<file path="config.mk">
export PLATFORM = sky130hd
export DESIGN_NAME = prio_grant_arb
export DESIGN_NICKNAME = d
export VERILOG_FILES = /design/src/rtl/prio_grant_arb.sv
export SDC_FILE = /design/constraint.sdc
export NUM_CORES = 1
export LEC_CHECK = 0
export BUFFER_PORTS_ARGS = -buffer_cell sky130_fd_sc_hd__buf_4
export CAP_MARGIN = 10
export CORE_AREA = 2 2 39 41
export DETAILED_ROUTE_END_ITERATION = 7
export DIE_AREA = 0 0 41 43
export GPL_TIMING_DRIVEN = 0
export PLACE_DENSITY = 0.65
export SLEW_MARGIN = 30
export SYNTH_ARGS = -nofsm -noshare
export SYNTH_HDL_FRONTEND = slang
export SYNTH_SLANG_ARGS = --single-unit
</file>
<file path="constraint.sdc">
create_clock -name clk -period 1.7 [get_ports clk]
set_input_delay 0.425 -clock clk [delete_from_list [all_inputs] [get_ports clk]]
set_output_delay 0.425 -clock clk [all_outputs]
set_load 0.02 [all_outputs]
</file>
<file path="src/rtl/prio_grant_arb.sv">
// Registered N-input priority arbiter with a valid/ready grant handshake.
// Define PRIO_GRANT_ARB_RR_EN to build the run-time selectable round-robin mode.
module prio_grant_arb #(
  parameter int unsigned N = 8,
  parameter int unsigned W = $clog2(N)
) (
  input  logic         clk,
  input  logic         rst,
  input  logic [N-1:0] req,
  input  logic         mode,
  output logic         out_valid,
  input  logic         out_ready,
  output logic [W-1:0] out_idx,
  output logic [N-1:0] out_onehot
);

  typedef enum logic [0:0] {
    IDLE  = 1'b0,
    GRANT = 1'b1
  } state_t;

  state_t       state;
  logic [W-1:0] win;
  logic [W-1:0] fp_win;

  // Fixed priority: highest set index wins, so later iterations overwrite.
  always_comb begin
    fp_win = '0;
    for (int i = 0; i < int'(N); i++) begin
      if (req[W'(i)]) fp_win = W'(i);
    end
  end

`ifdef PRIO_GRANT_ARB_RR_EN
  logic [W-1:0] ptr;
  logic [W-1:0] base;
  logic [W-1:0] rr_win;
  logic [W-1:0] pos;

  // At a transfer the pointer takes out_idx on this same edge, so search from it.
  always_comb begin
    base   = (state == GRANT) ? out_idx : ptr;
    rr_win = '0;
    pos    = '0;
    // Walk lowest to highest priority; the last hit is the first in descending order from base-1.
    for (int k = int'(N) - 1; k >= 0; k--) begin
      pos = W'((int'(base) + int'(N) - 1 - k) % int'(N));
      if (req[pos]) rr_win = pos;
    end
  end

  assign win = mode ? rr_win : fp_win;

  always_ff @(posedge clk) begin
    if (rst) begin
      ptr <= '0;
    end else if (state == GRANT && out_ready) begin
      ptr <= out_idx;
    end
  end
`else
  logic unused_mode;
  assign unused_mode = mode;
  assign win         = fp_win;
`endif

  // Grant FSM with registered outputs.
  always_ff @(posedge clk) begin
    if (rst) begin
      state      <= IDLE;
      out_valid  <= 1'b0;
      out_idx    <= '0;
      out_onehot <= '0;
    end else begin
      case (state)
        IDLE: begin
          if (|req) begin
            state      <= GRANT;
            out_valid  <= 1'b1;
            out_idx    <= win;
            out_onehot <= N'(1) << win;
          end
        end
        GRANT: begin
          if (out_ready) begin
            if (|req) begin
              out_idx    <= win;
              out_onehot <= N'(1) << win;
            end else begin
              state      <= IDLE;
              out_valid  <= 1'b0;
              out_onehot <= '0;
            end
          end
        end
        default: begin
          state      <= IDLE;
          out_valid  <= 1'b0;
          out_onehot <= '0;
        end
      endcase
    end
  end

endmodule

</file>
[After elaboration in Yosys (flattened, before gate mapping)]
Cells that the tools add are included.
Storage, ports and cells
  flip-flop bits (word level): 13
  latch bits: 0
  memory bits (writable): 0
  memory bits (read-only): 0
  bits of input ports: 12
  output and inout port bits: 12
  logic and storage cells: 29
  memories kept: 0
Cells by class
  $add $sub $neg: 0
  multiply operators: 0
  div/mod/pow operators: 0
  $lt $le $gt $ge: 0
  equality and inequality tests: 3
  shift operators: 1
  mux-type cells: 17
  bitwise logic cells: 1
  reduce and logical (&&, ||, !) cells: 3
Operators by type and width (count)
  two-way mux 8 bit: 3
  case mux 8 bit (2 select lines): 1
  two-way mux 3 bit: 4
  OR reduction 8 bit: 1
  << shifter 1 x 3 -> 8 bit (first input constant): 1
  two-way mux 1 bit: 6
  != test 2 bit (second input constant): 3
  case mux 3 bit (2 select lines): 1
  case mux 1 bit (2 select lines): 2
  AND reduction 3 bit: 1
  AND reduction 2 bit: 1
  inverter 1 bit: 1

[Longest topological paths before layout]
  word-level depth: 7
  depth in mapped cells: 3

[Worst setup path after synthesis]
No wires, ideal clock.
  path type: input -> register
  start point: input req[5]
  end point: register out_valid
  data arrival time: 1.189 ns
  required time: 1.581 ns
  setup slack: 0.392 ns
  stages on the path: 3
  path buffers: 0
  cell sequence: nor4_4 > nand3_2 > o221a_1
On the way
  word-level cells in the longest chain between the ends: 3
  elaborated cells between the ends (all ways): 4
Ends and longest elaborated chain
  start: declaration: RTL line 9  | input logic [N-1:0] req,
  OR reduction 8 bit *: RTL line 77, 86
  != test 2 bit (no source line)
  AND reduction 3 bit (no source line) *
  end signal: assignment: RTL line 79  | out_valid <= 1'b1;
  end signal: assignment: RTL line 91  | out_valid <= 1'b0;
  end signal: assignment: RTL line 98  | out_valid <= 1'b0;
  end: declaration: RTL line 11  | output logic out_valid,
Every way passes the cells marked *; elsewhere a longest branch is shown, timed or not.
A chain may end at the register's enable or synchronous reset.

[Worst setup path after layout]
Ends and elaborated chain as after synthesis.

==> results.py <==
metrics = {
    "clocking": {
        "clkTransAtPathRegs_ns": 0.06,
        "post_cts_resized": 0,
        "cts_setup_buffers": 0,
        "cts.hold.buffers_added": 0,
        "cts.sink_count": 8,
        "cts-buffers-inserted": 3,
        "cts-root-to-sink-buffers": 2,
        "insertion_delay_ns": 0.25,
        "cts-htree-levels": 1,
        "clk_tree_root_cell": "sky130_fd_sc_hd__clkbuf_4",
        "tritoncts": "done",
    },
    "worst_setup_path": {
        "worst_setup_path_start_kind": "primary input",
        "cp_data_required_time_ns": 1.84,
        "critPathKind": "in2reg",
        "list_of_cells_traversed_by_the_critical_path": "buf_4 -> nor4_4 -> nand3_2 -> o221a_1",
        "cp_data_arrival_time_ns": 1.43,
        "endpoint_kind": "flop",
        "critical-path-slowest-cell": "sky130_fd_sc_hd__nor4_4",
        "buf_inv_stages_crit_path": 1,
        "critical_path.top_delay_family": "simple AND/OR/NAND/NOR gates",
        "delay_of_the_slowest_cell_on_the_worst_path_ns": 0.48,
        "crit_fanout": 7,
    },
    "global_routing": {
        "grt_start_max_net_pins": 9,
        "first_global_vias": 407,
        "grt.total_usage_pct": 14.1,
        "gr-total-overflow": 0,
        "grt_antenna_before_repair": 0,
        "grt_pass1_wl_um": 1660,
    },
    "synth": {
        "synth_compound_gate_area_share_pct": 18.0,
        "share_of_synthesized_area_spent_on_multiplexers_pct": 2.14,
        "synth_top_family_by_area": "simple AND/OR/NAND/NOR gates",
        "synth_cell_types": 24,
        "synthSimpleGateAreaFrac_pct": 35.1,
        "postSynthRegisterBits": 8,
        "synth_fa_ha_area_share_pct": 0,
        "netlist_instances": 56,
        "ys_seq_area_share_pct": 34.3,
        "synth_enable_flop_cells": 0,
        "ys.flop_type": "sky130_fd_sc_hd__dfxtp_1",
        "synth_xor_area_share_pct": 0,
        "synthArstFlopShare_pct": 0,
        "synth_area_um2": 467,
        "yosys_warnings": 0,
        "post_syn_area_per_cell_um2": 8.33,
    },
    "route": {
        "wire_per_inst_um": 11.3,
        "dr_total_vias": 491,
        "via_density_per_instance": 5.11,
        "drt_pre_antenna_iters": 4,
        "drt-initial-drc-count": 11,
        "route.detailed.drc": 0,
        "routed_wirelength_um": 1080,
        "ant_nets": 0,
    },
    "timing": {
        "timing.fmax_mhz": 777,
        "setup_viol_count_final": 0,
        "grt_setup_unrepaired": "no",
        "final.min_clock_period_ns": 1.29,
        "timing_max_transition_violations_final": 0,
        "final-hold-violation-count": 0,
        "timing.clock.skew_ns": 0.00305,
        "fin_setup_tns_ns": 0,
        "final_min_period_over_clock_period_pct": 75.7,
    },
    "floorplan": {
        "chipHeight_um": 43,
        "core_area_um2": 1380,
        "die_width_um": 41,
        "pin_count": 24,
        "start_util_pct": 33.7,
        "placement_rows": 14,
        "dieArea_um2": 1760,
    },
    "min_path": {
        "worst_hold_path_type": "in2reg",
    },
    "layout": {
        "num-nets-final": 94,
        "layout.cells.non_filler": 96,
        "layout.cells.most_common": "sky130_fd_sc_hd__buf_4",
        "layout.area.seq_um2": 160,
        "fillerInstances": 146,
        "n_antenna_cell": 0,
        "area_growth_pct": 39.7,
        "multi_input_comb_area_um2": 277,
        "post_route_cells_drive_above_1_share_pct": 35.0,
        "layout.cells.most_common_list": "22 x sky130_fd_sc_hd__buf_4, 8 x sky130_fd_sc_hd__dfxtp_1, 7 x sky130_fd_sc_hd__nand2_1, 6 x sky130_fd_sc_hd__a31oi_1, 5 x sky130_fd_sc_hd__conb_1",
    },
    "placement": {
        "place.detailed.hpwl_um": 831,
        "placement.io_buffers": 17,
        "dp_cells": 93,
        "routabilityCongestion": 0.823,
    },
    "flow_run": {
        "maxCapViolCount": 0,
    },
    "power_and_ir_drop": {
        "power_mw": 0.463,
        "leakage_nw": 0.282,
        "irDropWorstVdd_mv": 0.349,
        "powerDensity_nw_per_um2": 710,
    },
    "run_status": {
        "status": "completed",
    },
}
[cells by family (layout without fill, tap and decap cells)]
| logic type | after synthesis | after routing |
|---|---|---|
| AO/OA/AOI/OAI | 13 | 13 |
| buffers and inverters | 7 | 27 |
| flip-flops | 8 | 8 |
| multiplexers | 1 | 1 |
| other | 1 | 5 |
| AND/OR/NAND/NOR | 26 | 26 |
[per-layer routing]
metal | part of all wire [%] | vias to the layer above | wire length [um] | track usage [%]
met4 | 3.5 | 0 | 38 | 12.0
met1 | 47 | 220 | 507 | 17.7
met3 | 7.8 | 5 | 85 | 3.66
met2 | 42 | 20 | 451 | 18.8
li1 | - | 246 | - | -
met5 | 0 | - | 0 | 0
[cells in the mapped netlist, drive strengths merged (2+ instances only)]
master	n	area (um2)
dfxtp	8	160
inv	2	7.51
nand4	3	18.8
nor2	2	7.51
o21ai	3	15.0
nand3	3	20.0
a31oi	6	37.5
nor2b	4	25.0
buf	5	37.5
nor4	2	27.5
nand2	7	26.3
[flip-flops by register name, indices dropped and copies added (netlist names)]
| name | flops |
|---|---|
| out_valid | 1 |
| out_idx | 2 |
| state | 1 |
| out_onehot | 4 |
[final timing paths]
check                           startpoint       endpoint  slack, ns  depth (start not counted)
worst max-delay path                req[5]      out_valid       0.41                          4
worst min-delay path                   rst  out_onehot[0]       0.37                          2
worst max register to register       state     out_idx[0]       0.58                          3
worst min register to register  out_idx[0]     out_idx[0]       0.45                          2
[area by class of cell]
class,count,share of cell area [%]
Multi-Input combinational cell,45,42.4
Sequential cell,8,24.6
Timing Repair Buffer,17,19.6
Buffer,5,5.76
Clock buffer,3,3.45
Tap cell,16,3.07
Inverter,2,1.15
[metrics by stage]
stage	utilization [%]	hold WS, ns	setup WS (ns)	instance area (um2)
2_1_floorplan	-	0.494	0.392	482
3_3_place_gp	45.5	0.454	0.158	629
3_5_place_dp	45.5	0.459	0.147	629
4_1_cts	47.1	0.375	0.415	652
5_1_grt	47.1	0.369	0.367	652
6_report	47.1	0.374	0.413	652
[power breakdown]
part	internal, mW	switching [mW]	total (mW)
Clock	0.0809	0.0662	0.147
Sequential	0.199	0.00828	0.207
Combinational	0.0500	0.0590	0.109
Total	0.329	0.133	0.463
Note: power is estimated with default switching activity, not from simulation.
